$ cat src/rtl/ws2812_receiver.sv
// ws2812_receiver
//   Decodes a WS2812 single-wire stream into 24-bit pixel words. Each high
//   pulse is classified as 0/1 by its width. Words are assembled MSB-first.
//   A long low period latches (ends) the frame. Malformed traffic is flagged.
//
// Ports
//   clk           system clock
//   reset         asynchronous active-low reset
//   din           raw WS2812 line (asynchronous to clk)
//   pixel_data    last complete word, first received bit in [23]
//   pixel_index   position of pixel_data within the frame
//   pixel_valid   1-cycle strobe qualifying pixel_data / pixel_index
//   frame_done    1-cycle strobe on a valid latch
//   frame_pixels  complete pixels in the frame just ended
//   bit_error     1-cycle strobe: glitch, over-long high, partial pixel at latch
//   overflow      1-cycle strobe on the first word beyond LED_COUNT in a frame
//   busy          decoding a frame (HIGH or LOW state)
module ws2812_receiver #(
    parameter int LED_COUNT     = 8,
    parameter int THRESH_CYCLES = 30,
    parameter int MIN_HIGH      = 8,
    parameter int MAX_HIGH      = 60,
    parameter int LATCH_CYCLES  = 2500
) (
    input  logic                             clk,
    input  logic                             reset,
    input  logic                             din,
    output logic [23:0]                      pixel_data,
    output logic [$clog2(LED_COUNT)-1:0]     pixel_index,
    output logic                             pixel_valid,
    output logic                             frame_done,
    output logic [$clog2(LED_COUNT+1)-1:0]   frame_pixels,
    output logic                             bit_error,
    output logic                             overflow,
    output logic                             busy
);
    localparam int PW = $clog2(LED_COUNT+1);
    localparam int IW = $clog2(LED_COUNT);
    localparam int HW = $clog2(MAX_HIGH+1);
    localparam int LW = $clog2(LATCH_CYCLES+1);

    localparam logic [HW-1:0] THR_C   = HW'(THRESH_CYCLES);
    localparam logic [HW-1:0] MINH_C  = HW'(MIN_HIGH);
    localparam logic [HW-1:0] MAXH_M1 = HW'(MAX_HIGH-1);
    localparam logic [LW-1:0] LAT_M1  = LW'(LATCH_CYCLES-1);
    localparam logic [PW-1:0] LED_C   = PW'(LED_COUNT);

    typedef enum logic [1:0] {IDLE, HIGH, LOW, WAIT_LATCH} state_t;

    state_t        state, state_n;
    logic          sync1, din_s, din_d;
    logic [HW-1:0] high_cnt, high_n;
    logic [LW-1:0] low_cnt, low_n;
    logic [4:0]    bit_cnt, bit_n;
    logic [PW-1:0] pix_cnt, pix_n;
    logic [23:0]   shreg, shreg_n;
    logic          ovf_seen, ovf_seen_n;
    logic [23:0]   data_n;
    logic [IW-1:0] idx_n;
    logic [PW-1:0] fpix_n;
    logic          pv_n, fd_n, be_n, ov_n;

    logic          rise, fall, bit_val;
    logic [23:0]   word;

    assign rise    = din_s & ~din_d;
    assign fall    = ~din_s & din_d;
    assign bit_val = (high_cnt >= THR_C);
    assign word    = {shreg[22:0], bit_val};
    assign busy    = (state == HIGH) || (state == LOW);

    always_ff @(posedge clk or negedge reset) begin
        if (!reset) begin
            sync1        <= 1'b0;
            din_s        <= 1'b0;
            din_d        <= 1'b0;
            state        <= IDLE;
            high_cnt     <= '0;
            low_cnt      <= '0;
            bit_cnt      <= '0;
            pix_cnt      <= '0;
            shreg        <= '0;
            ovf_seen     <= 1'b0;
            pixel_data   <= '0;
            pixel_index  <= '0;
            frame_pixels <= '0;
            pixel_valid  <= 1'b0;
            frame_done   <= 1'b0;
            bit_error    <= 1'b0;
            overflow     <= 1'b0;
        end else begin
            sync1        <= din;
            din_s        <= sync1;
            din_d        <= din_s;
            state        <= state_n;
            high_cnt     <= high_n;
            low_cnt      <= low_n;
            bit_cnt      <= bit_n;
            pix_cnt      <= pix_n;
            shreg        <= shreg_n;
            ovf_seen     <= ovf_seen_n;
            pixel_data   <= data_n;
            pixel_index  <= idx_n;
            frame_pixels <= fpix_n;
            pixel_valid  <= pv_n;
            frame_done   <= fd_n;
            bit_error    <= be_n;
            overflow     <= ov_n;
        end
    end

    always_comb begin
        state_n    = state;
        high_n     = high_cnt;
        low_n      = low_cnt;
        bit_n      = bit_cnt;
        pix_n      = pix_cnt;
        shreg_n    = shreg;
        ovf_seen_n = ovf_seen;
        data_n     = pixel_data;
        idx_n      = pixel_index;
        fpix_n     = frame_pixels;
        pv_n       = 1'b0;
        fd_n       = 1'b0;
        be_n       = 1'b0;
        ov_n       = 1'b0;

        case (state)
            IDLE: begin
                high_n     = '0;
                low_n      = '0;
                bit_n      = '0;
                pix_n      = '0;
                ovf_seen_n = 1'b0;
                if (rise) begin
                    state_n = HIGH;
                    high_n  = HW'(1);
                end
            end

            HIGH: begin
                if (fall) begin
                    if (high_cnt < MINH_C) begin
                        be_n    = 1'b1;
                        state_n = WAIT_LATCH;
                        low_n   = '0;
                    end else begin
                        shreg_n = word;
                        state_n = LOW;
                        low_n   = LW'(1);
                        if (bit_cnt == 5'd23) begin
                            bit_n = '0;
                            if (pix_cnt < LED_C) begin
                                data_n = word;
                                idx_n  = pix_cnt[IW-1:0];
                                pv_n   = 1'b1;
                                pix_n  = pix_cnt + 1'b1;
                            end else if (!ovf_seen) begin
                                ov_n       = 1'b1;
                                ovf_seen_n = 1'b1;
                            end
                        end else begin
                            bit_n = bit_cnt + 1'b1;
                        end
                    end
                end else if (high_cnt >= MAXH_M1) begin
                    // this sample makes the pulse MAX_HIGH long
                    be_n    = 1'b1;
                    state_n = WAIT_LATCH;
                    low_n   = '0;
                end else begin
                    high_n = high_cnt + 1'b1;
                end
            end

            LOW: begin
                if (rise) begin
                    state_n = HIGH;
                    high_n  = HW'(1);
                end else if (low_cnt >= LAT_M1) begin
                    if (bit_cnt != 5'd0) be_n = 1'b1;
                    fpix_n     = pix_cnt;
                    fd_n       = 1'b1;
                    pix_n      = '0;
                    bit_n      = '0;
                    low_n      = '0;
                    ovf_seen_n = 1'b0;
                    state_n    = IDLE;
                end else begin
                    low_n = low_cnt + 1'b1;
                end
            end

            WAIT_LATCH: begin
                // any high sample restarts the latch timer
                if (din_s) begin
                    low_n = '0;
                end else if (low_cnt >= LAT_M1) begin
                    high_n     = '0;
                    low_n      = '0;
                    bit_n      = '0;
                    pix_n      = '0;
                    ovf_seen_n = 1'b0;
                    state_n    = IDLE;
                end else begin
                    low_n = low_cnt + 1'b1;
                end
            end

            default: state_n = IDLE;
        endcase
    end
endmodule
$ cat config.mk
export PLATFORM = sky130hd
export DESIGN_NAME = ws2812_receiver
export DESIGN_NICKNAME = d
export VERILOG_FILES = /design/src/rtl/ws2812_receiver.sv
export SDC_FILE = /design/constraint.sdc
export NUM_CORES = 1
export LEC_CHECK = 0
export BUFFER_PORTS_ARGS = -buffer_cell sky130_fd_sc_hd__buf_4
export CORE_ASPECT_RATIO = 1.2
export CORE_MARGIN = 2
export CORE_UTILIZATION = 45
export DETAILED_ROUTE_END_ITERATION = 6
export GPL_TIMING_DRIVEN = 0
export PLACE_DENSITY = 0.64
export RECOVER_POWER = 100
export SKIP_CTS_REPAIR_TIMING = 1
export SLEW_MARGIN = 20
export SYNTH_ARGS = -nofsm -noshare
export SYNTH_HDL_FRONTEND = slang
export SYNTH_SLANG_ARGS = --single-unit
$ cat constraint.sdc
create_clock -name clk -period 4.4 [get_ports clk]
set_clock_uncertainty 0.15 [all_clocks]
set_input_delay 0.22 -clock clk [delete_from_list [all_inputs] [get_ports clk]]
set_output_delay 0.22 -clock clk [all_outputs]
set_load 0.01 [all_outputs]
### After elaboration in Yosys (flattened, before gate mapping)

Cells that the tools add are included.

| operators by class | value |
|---|---|
| reduce and logical (&&, ||, !) cells | 12 |
| muxes and demuxes | 66 |
| bitwise operators | 6 |
| $add $sub $neg | 4 |
| equality and inequality tests | 17 |
| order comparisons | 5 |

Operators by type and width:

| operator | count |
|---|---|
| $mux W12 | 5 |
| $pmux W12 S4 | 1 |
| $mux W1 | 30 |
| $mux W5 | 6 |
| $mux W6 | 5 |
| $mux W4 | 7 |
| $pmux W6 S4 | 1 |
| $ne A2 B2 Y1 const B | 10 |
| $pmux W5 S4 | 1 |
| $pmux W4 S4 | 1 |
| $add A12 B1 Y12 const B | 1 |
| $ge A12 B12 Y1 const B | 1 |
| $mux W2 | 6 |
| $reduce_and A6 Y1 | 2 |
| $reduce_and A5 Y1 | 2 |
| $reduce_and A3 Y1 | 3 |
| $pmux W2 S4 | 1 |
| $add A6 B1 Y6 const B | 1 |
| $ge A6 B5 Y1 const B | 1 |
| $ge A6 B6 Y1 const B | 1 |
| $lt A6 B4 Y1 const B | 1 |
| $add A5 B1 Y5 const B | 1 |
| $eq A5 B5 Y1 const B | 1 |
| $reduce_bool A5 Y1 | 1 |
| 14 further kinds | 20 |

| storage, ports and cells | value |
|---|---|
| output and inout bits | 36 |
| logic and storage cells | 127 |
| flip-flop bits (word level) | 91 |

### Logic depth before layout (Yosys ltp)

Gate-level depths: netlist of run 1.

| logic depth | value |
|---|---|
| depth in word-level cells | 6 |
| mapped depth | 10 |

### Worst setup path after synthesis of run 1

No wires, ideal clock.

| timing | value |
|---|---|
| path kind | reg-to-reg |
| start | register low_cnt[0] |
| end | register frame_pixels[0] |
| required time | 4.125 ns |
| arrival | 2.006 ns |
| cell stages (with the launch flop) | 7 |
| setup slack | 2.119 ns |
| library setup time | 0.125 ns |
| path buffers | 1 |
| path through | dfrtp_1 > ha_1 > or4_4 > o211a_4 > and3_1 > buf_6 > mux2_4 |

| on the way | value |
|---|---|
| cells in the longest elaborated chain, start to end | 2 |

RTL lines:

| item | line | RTL |
|---|---|---|
| start, declared | 53 | `logic [LW-1:0] low_cnt, low_n;` |
| start signal, assigned | 97 | `low_cnt <= low_n;` |
| $ge A12 B12 Y1 | 180 | `end else if (low_cnt >= LAT_M1) begin` |
| $reduce_and A3 Y1 (no source line) | - |  |
| end signal, assigned | 104 | `frame_pixels <= fpix_n;` |
| end, declared | 32 | `output logic [$clog2(LED_COUNT+1)-1:0] frame_pixels,` |

Every way passes these cells.
A chain may end at the register's enable or synchronous reset.

### Final worst setup path of run 1

| timing | value |
|---|---|
| start | register state[1] |
| end | register pixel_data[13] |

| on the way | value |
|---|---|
| cells in the longest elaborated chain, start to end | 2 |

RTL lines:

| item | line | RTL |
|---|---|---|
| start, declared | 50 | `state_t state, state_n;` |
| start signal, assigned | 95 | `state <= state_n;` |
| $eq A2 B1 Y1 | 128 | `case (state)` |
| $reduce_and A5 Y1 (no source line) | - |  |
| end signal, assigned | 102 | `pixel_data <= data_n;` |
| end, declared | 28 | `output logic [23:0] pixel_data,` |

Every way passes these cells.

==> impl_results.md, run 1 <==
- Outcome: finished with violations
- Violated checks: capacitance limit, slew limit
- Req. time, crit path: 4.48 ns
- Total negative slack: 0 ns
- CTS buffer count: 9
- Gr usage total: 17.0%
- CP Cell Sequence: inv_1, ha_1, clkbuf_1, and3b_1, and2_2, clkbuf_1, and2_0, clkbuf_1, buf_6, mux2_1
- Peak supply drop: 0.242 mV
- Dominant synthesized flop cell: dfrtp_1
- Layout area overhead: 9.78%
- Crit path max fanout: 10
- Critical path startpoint category: register
- Sequential share of the synthesized area: 53.9%
- Pin count of the biggest net entering global routing: 92
- DRC Markers: 0
- Worst-Skew Late Latency: 0.35 ns
- Chip Height: 110 um
- Share of cells above drive strength 1: 9.21%
- Die area: 0.0102 mm^2
- Via count: 3029
- Slew HR: -46.7%
- Async SR Flop Fraction: 100%
- Internal power: 1.30 mW
- Hold Startpoint: sync1$_DFF_PN0_
- Reg2reg start: state[1]$_DFFE_PN0P_
- Vias in the first global route: 2788
- Initial core utilization: 46.5%
- Setup CP Type: register to register
- Worst hold path class: register to register
- Reg2Reg Capture Point: pixel_data[13]$_DFFE_PN0P_
- Synth cell types: 49
- Mapped Area: 0.00422 mm^2
- Reg2reg path depth: 10
- Clk buf depth: 2
- Endpoints failing setup: 0
- Comb power frac: 25.1%
- Worst stage delay on the critical path: 0.48 ns
- Sw Ratio: 33.8%
- Clk sinks: 91
- First-pass GRT wire length: 13700 um
- Fin. max-slew vios: 92
- Drt first pass iters: 4
- Hold EP: din_s$_DFF_PN0_
- LEAKAGE: 2.34 nW
- Final number of hold-violating endpoints: 0
- Synth Instances: 389
- Drt wl/cell: 14.4 um
- RSZ-0062 raised after global routing: no
- Nets: 453
- Nature of the critical path endpoint: register
- Worst Hold Depth: 0
- Routability cong.: 0.882
- Initial antenna violation count: 0
- Actual slew at the worst max-slew pin: 2.20 ns
- Final Routed Wirelength: 8110 um
- Flop-to-flop setup slack: 1.21 ns
- Number of synthesized flops with an enable pin: 0
- Crit path DAT: 3.27 ns
- # IOs: 39
- Synthesized flop and latch total: 91
- Antenna Nets Post-Route: 0
- Sequential fraction of design power: 45.7%
- Final period utilization: 72.4%
- Syn nets: 402
- Clk network pwr share: 29.2%
- Remaining Overflow, GRT: 0
- NetSw: 0.664 mW
- First DRT Iteration DRCs: 114
- DP Wirelength: 5460 um
- Slowest stage cell, crit path: clkbuf_1
- Pwr per Cell Area: 424 mW/mm^2
- Max cap viols: 1
- Die X: 92.4 um
- CTS clk-pin slew, worst paths: 0.09 ns
- CTS H-tree depth: 3
- Mean area per synthesized cell: 10.9 um^2
- CP most frequent cell: clkbuf_1
- Via density: 5.36
- Num rows: 38
- Root buffer cell: clkbuf_8
- Count of buffers from port buffering: 38
- Fin crit period: 3.19 ns
- Yosys Warn Count: 0
- Core Region: 0.00908 mm^2
- FMAX: 0.314 GHz
- CTS tree: yes
- Design Power: 1.96 mW
- Ant. Diodes: 0
-- cells by family after synthesis --
kind of cell	count (synthesis)	share of synthesized area [%]
and+or+nand+nor	161	17.6
DFF	91	53.9
AOI/OAI and AO/OA	71	13.0
muxes	31	9.51
buffers and inverters	25	3.05
adders and majority gates	10	2.96
-- flip-flops by register name, summed over array words and instances (netlist names) --
name          cells
state             2
ovf_seen          1
pixel_data       24
pixel_valid       1
pixel_index       3
high_cnt          6
bit_error         1
overflow          1
low_cnt          12
bit_cnt           5
frame_pixels      4
shreg            23
din_d             1
sync1             1
din_s             1
frame_done        1
pix_cnt           4
-- layer usage --
layer | track usage [%] | part of all wire, %
met1 | 22.7 | 47
met2 | 28.2 | 48
met3 | 3.33 | 4.2
met4 | 5.44 | 1.0
met5 | 0 | 0
-- worst max-delay path, delay by kind of cell (launching register included) --
family                   cells  cell delay (ns)
buffers and inverters        5             1.40
flip-flops                   1             0.43
multiplexers                 1             0.33
adder cells (fa/ha/maj)      1             0.15
AND/OR/NAND/NOR              3             0.60
-- per-stage QoR --
stage	util, %	hold slack (ns)	std cells	setup slack, ns	cell area (um^2)
after floorplan	-	-0.226	389	2.12	4220
after global placement	51.3	0.180	547	1.93	4660
after detailed placement	51.3	0.181	547	1.88	4660
after CTS	53.5	-0.211	563	1.86	4860
after global routing	51.0	0.227	565	0.902	4640
final	51.0	0.209	565	1.21	4640
-- power by group through the flow --
stage / registers [mW] / clock network [mW] / logic, mW
finish: 0.897 / 0.574 / 0.493
global placement: 0.910 / 0 / 0.507
floorplan: 0.906 / 0 / 0.383
global route: 0.902 / 0.638 / 0.563
detailed placement: 0.911 / 0 / 0.520
CTS: 0.896 / 0.598 / 0.524
-- how the worst max path moves through the flow --
| stage | start | cells past startpoint | end | slack, ns |
|---|---|---|---|---|
| 2_1_floorplan | low_cnt[0]$_DFFE_PN0P_ | 6 | frame_pixels[0]$_DFFE_PN0P_ | 2.12 |
| 4_1_cts | high_cnt[1]$_DFFE_PN0P_ | 6 | low_cnt[3]$_DFFE_PN0P_ | 1.86 |
| 3_3_place_gp | high_cnt[1]$_DFFE_PN0P_ | 6 | low_cnt[3]$_DFFE_PN0P_ | 1.93 |
| 5_1_grt | state[1]$_DFFE_PN0P_ | 10 | pixel_data[14]$_DFFE_PN0P_ | 0.90 |
| 3_5_place_dp | high_cnt[1]$_DFFE_PN0P_ | 6 | low_cnt[3]$_DFFE_PN0P_ | 1.88 |
| 6_report | state[1]$_DFFE_PN0P_ | 10 | pixel_data[13]$_DFFE_PN0P_ | 1.21 |
-- Yosys cell counts (3+ instances only) --
| master | number | area share [%] |
|---|---|---|
| o211ai_1 | 3 | 0.53 |
| inv_1 | 10 | 0.89 |
| nand3_1 | 15 | 1.8 |
| buf_6 | 4 | 1.1 |
| and3_1 | 7 | 1.0 |
| nor2b_1 | 7 | 1.0 |
| ha_1 | 10 | 3.0 |
| nor3_1 | 7 | 0.83 |
| clkbuf_1 | 7 | 0.62 |
| a21oi_1 | 5 | 0.59 |
| buf_2 | 4 | 0.47 |
| a21o_1 | 5 | 0.89 |
| mux2_2 | 17 | 4.5 |
| a41oi_1 | 3 | 0.62 |
| nor2_1 | 17 | 1.5 |
| o21ai_0 | 13 | 1.5 |
| nand2_1 | 92 | 8.2 |
| a31oi_1 | 3 | 0.44 |
| a22o_1 | 14 | 2.9 |
| nand2b_1 | 3 | 0.44 |
| dfrtp_1 | 91 | 54 |
| mux2_4 | 14 | 5.0 |
-- layout make-up --
| type | count | area, um^2 |
|---|---|---|
| Buffer | 15 | 65.1 |
| Clock buffer | 10 | 128 |
| Clock inverter | 6 | 72.6 |
| Fill cell | 849 | 4450 |
| Inverter | 10 | 37.5 |
| Multi-Input combinational cell | 273 | 1740 |
| Sequential cell | 91 | 2280 |
| Tap cell | 120 | 150 |
| Timing Repair Buffer | 40 | 168 |
-- cell usage in the layout, fill, tap and decap left out, types with 2 or more instances in the layout --
cell | netlist | routed
o22a_1 | 2 | 2
ha_1 | 10 | 10
nor3_1 | 7 | 7
mux2_2 | 17 | 17
a21oi_1 | 5 | 6
mux2_1 | 0 | 12
a22o_1 | 14 | 14
clkbuf_8 | 0 | 9
o21a_1 | 2 | 2
or3_1 | 2 | 2
o21ai_0 | 13 | 13
o22ai_1 | 2 | 2
a21o_1 | 5 | 5
mux2_4 | 14 | 2
o2111a_1 | 2 | 2
a41oi_1 | 3 | 3
inv_1 | 10 | 10
a22oi_1 | 2 | 2
o2111ai_1 | 2 | 2
nand2_1 | 92 | 92
dlygate4sd3_1 | 0 | 2
nand2b_1 | 3 | 3
inv_6 | 0 | 3
and3_1 | 7 | 7
o211ai_1 | 3 | 3
a221o_1 | 2 | 2
o41ai_1 | 2 | 2
nand3_1 | 15 | 15
nor2b_1 | 7 | 7
a31oi_1 | 3 | 3
clkbuf_1 | 7 | 50
nor2_1 | 17 | 18
dfrtp_1 | 91 | 91
nor3b_1 | 2 | 2
or4_1 | 1 | 2
(Power assumes the default switching activity.)
==> inputs of run 2 (changes only) <==
- PLACE_DENSITY: 0.64 -> 0.67
- clock period: 4.4 -> 2.8 ns (I/O delays scaled with it)
==> impl_results.md, run 2 (same netlist as run 1, synthesis figures left out) <==
- Outcome: finished with violations
- Violated checks: capacitance limit, slew limit
- Initial antenna violation count: 0
- Final number of hold-violating endpoints: 0
- Num rows: 38
- Slew HR: -30.6%
- Design Power: 3.03 mW
- Post-Layout Inst Area: 0.00465 mm^2
- CTS H-tree depth: 3
- CTS clk-pin slew, worst paths: 0.09 ns
- Remaining Overflow, GRT: 0
- Vias in the first global route: 2918
- Top reg by flops: pixel_data
- Die X: 92.4 um
- # IOs: 39
- Layout area overhead: 10.1%
- Max cap viols: 1
- Comb power frac: 25.9%
- Ant. Diodes: 0
- Clk network pwr share: 27.7%
- RSZ-0062 raised after global routing: no
- Total negative slack: 0 ns
- Nets: 453
- Setup CP Type: register to register
- First-pass GRT wire length: 13800 um
- Worst-Skew Late Latency: 0.37 ns
- Actual slew at the worst max-slew pin: 1.96 ns
- Core Region: 0.00908 mm^2
- Chip Height: 110 um
- Sw Ratio: 34.2%
- Drt wl/cell: 14.1 um
- Crit path max fanout: 6
- Sequential fraction of design power: 46.4%
- Crit path DAT: 2.68 ns
- DRC Markers: 0
- Via count: 2957
- Max reg flops: 24
- Internal power: 1.99 mW
- Commonest non-fill, non-tap cell in the layout: nand2_1
- Clk sinks: 91
- Via density: 5.23
- Largest regs: pixel_data: 24 flops, shreg: 23 flops, low_cnt: 12 flops
- Routability cong.: 0.876
- Worst stage delay on the critical path: 0.59 ns
- Fin. max-slew vios: 92
- CTS tree: yes
- Worst hold path class: register to register
- DP Wirelength: 5440 um
- LEAKAGE: 2.35 nW
- Critical path startpoint category: register
- Req. time, crit path: 2.86 ns
- Root buffer cell: clkbuf_8
- CP Cell Sequence: ha_1, or4_1, o211a_1, and3_1, clkbuf_2, o41ai_1, a21boi_0
- Final period utilization: 93.3%
- Die area: 0.0102 mm^2
- Buf/Inv on CP: 1
- Endpoints failing setup: 0
- Fin crit period: 2.61 ns
- CP top delay family: simple AND/OR/NAND/NOR gates
- Gr usage total: 17.2%
- Most frequent cells in the layout: 92 x nand2_1, 91 x dfrtp_1, 45 x clkbuf_1
- FMAX: 0.383 GHz
- First DRT Iteration DRCs: 133
- Final Routed Wirelength: 7970 um
- Share of cells above drive strength 1: 10.8%
- Pwr per Cell Area: 652 mW/mm^2
- Drt first pass iters: 4
- Slowest stage cell, crit path: or4_1
- CTS buffer count: 9
- Clk buf depth: 2
- NetSw: 1.03 mW
- Nature of the critical path endpoint: register
- Count of buffers from port buffering: 38
- Antenna Nets Post-Route: 0
- Peak supply drop: 0.311 mV
- Placed Instance Area: 0.00466 mm^2
- Pin count of the biggest net entering global routing: 92
- Initial core utilization: 46.5%
## run 2: cell count changes in the layout (fill, tap and decap cells not counted), moves of 2 or more
cell	previous run	this run
clkbuf_1	50	45
clkbuf_8	9	11
inv_6	3	1
buf_2	1	3
buf_6	1	3
clkinv_2	0	2
## run 2: cell type report
cell class | count | area, um^2
plain buffers | 15 | 82.6
inverters | 10 | 37.5
repair buffers | 40 | 168
flip-flops and latches | 91 | 2280
clock inverters | 5 | 35.0
clock buffers | 11 | 151
fillers | 872 | 4430
well taps | 120 | 150
multi-input cells | 273 | 1750
## run 2: per-layer routing
| metal | track usage [%] | wire length [um] | vias up |
|---|---|---|---|
| li1 | - | - | 1471 |
| met3 | 3.81 | 285 | 14 |
| met4 | 7.89 | 157 | 0 |
| met1 | 22.3 | 3750 | 1432 |
| met5 | 0 | 0 | - |
| met2 | 27.8 | 3770 | 40 |
## run 2: worst paths after layout
kind / cells past startpoint / slack (ns) / startpoint / end
setup / recovery: 7 / 0.19 / low_cnt[0]$_DFFE_PN0P_ / bit_error$_DFF_PN0_
hold / removal: 0 / 0.21 / sync1$_DFF_PN0_ / din_s$_DFF_PN0_
setup reg to reg: 7 / 0.19 / low_cnt[0]$_DFFE_PN0P_ / bit_error$_DFF_PN0_
hold reg to reg: 0 / 0.21 / sync1$_DFF_PN0_ / din_s$_DFF_PN0_
max in group asynchronous: 2 / 0.60 / reset / low_cnt[7]$_DFFE_PN0P_
min in group asynchronous: 2 / 0.73 / reset / pixel_valid$_DFF_PN0_
## run 2: stage by stage
step	hold WS, ns	setup WS [ns]	util [%]	cells
floorplan	-0.306	0.519	-	389
global placement	0.0999	0.350	51.3	547
detailed placement	0.101	0.311	51.3	547
CTS	-0.292	0.301	53.3	563
global route	0.226	0.0279	51.2	565
finish	0.206	0.186	51.2	565
## run 2: power groups by stage
stage	logic [mW]	registers [mW]	clock network (mW)
finish	0.784	1.41	0.839
floorplan	0.602	1.42	0
global route	0.889	1.41	0.923
detailed placement	0.822	1.43	0
CTS	0.825	1.41	0.869
global placement	0.799	1.43	0
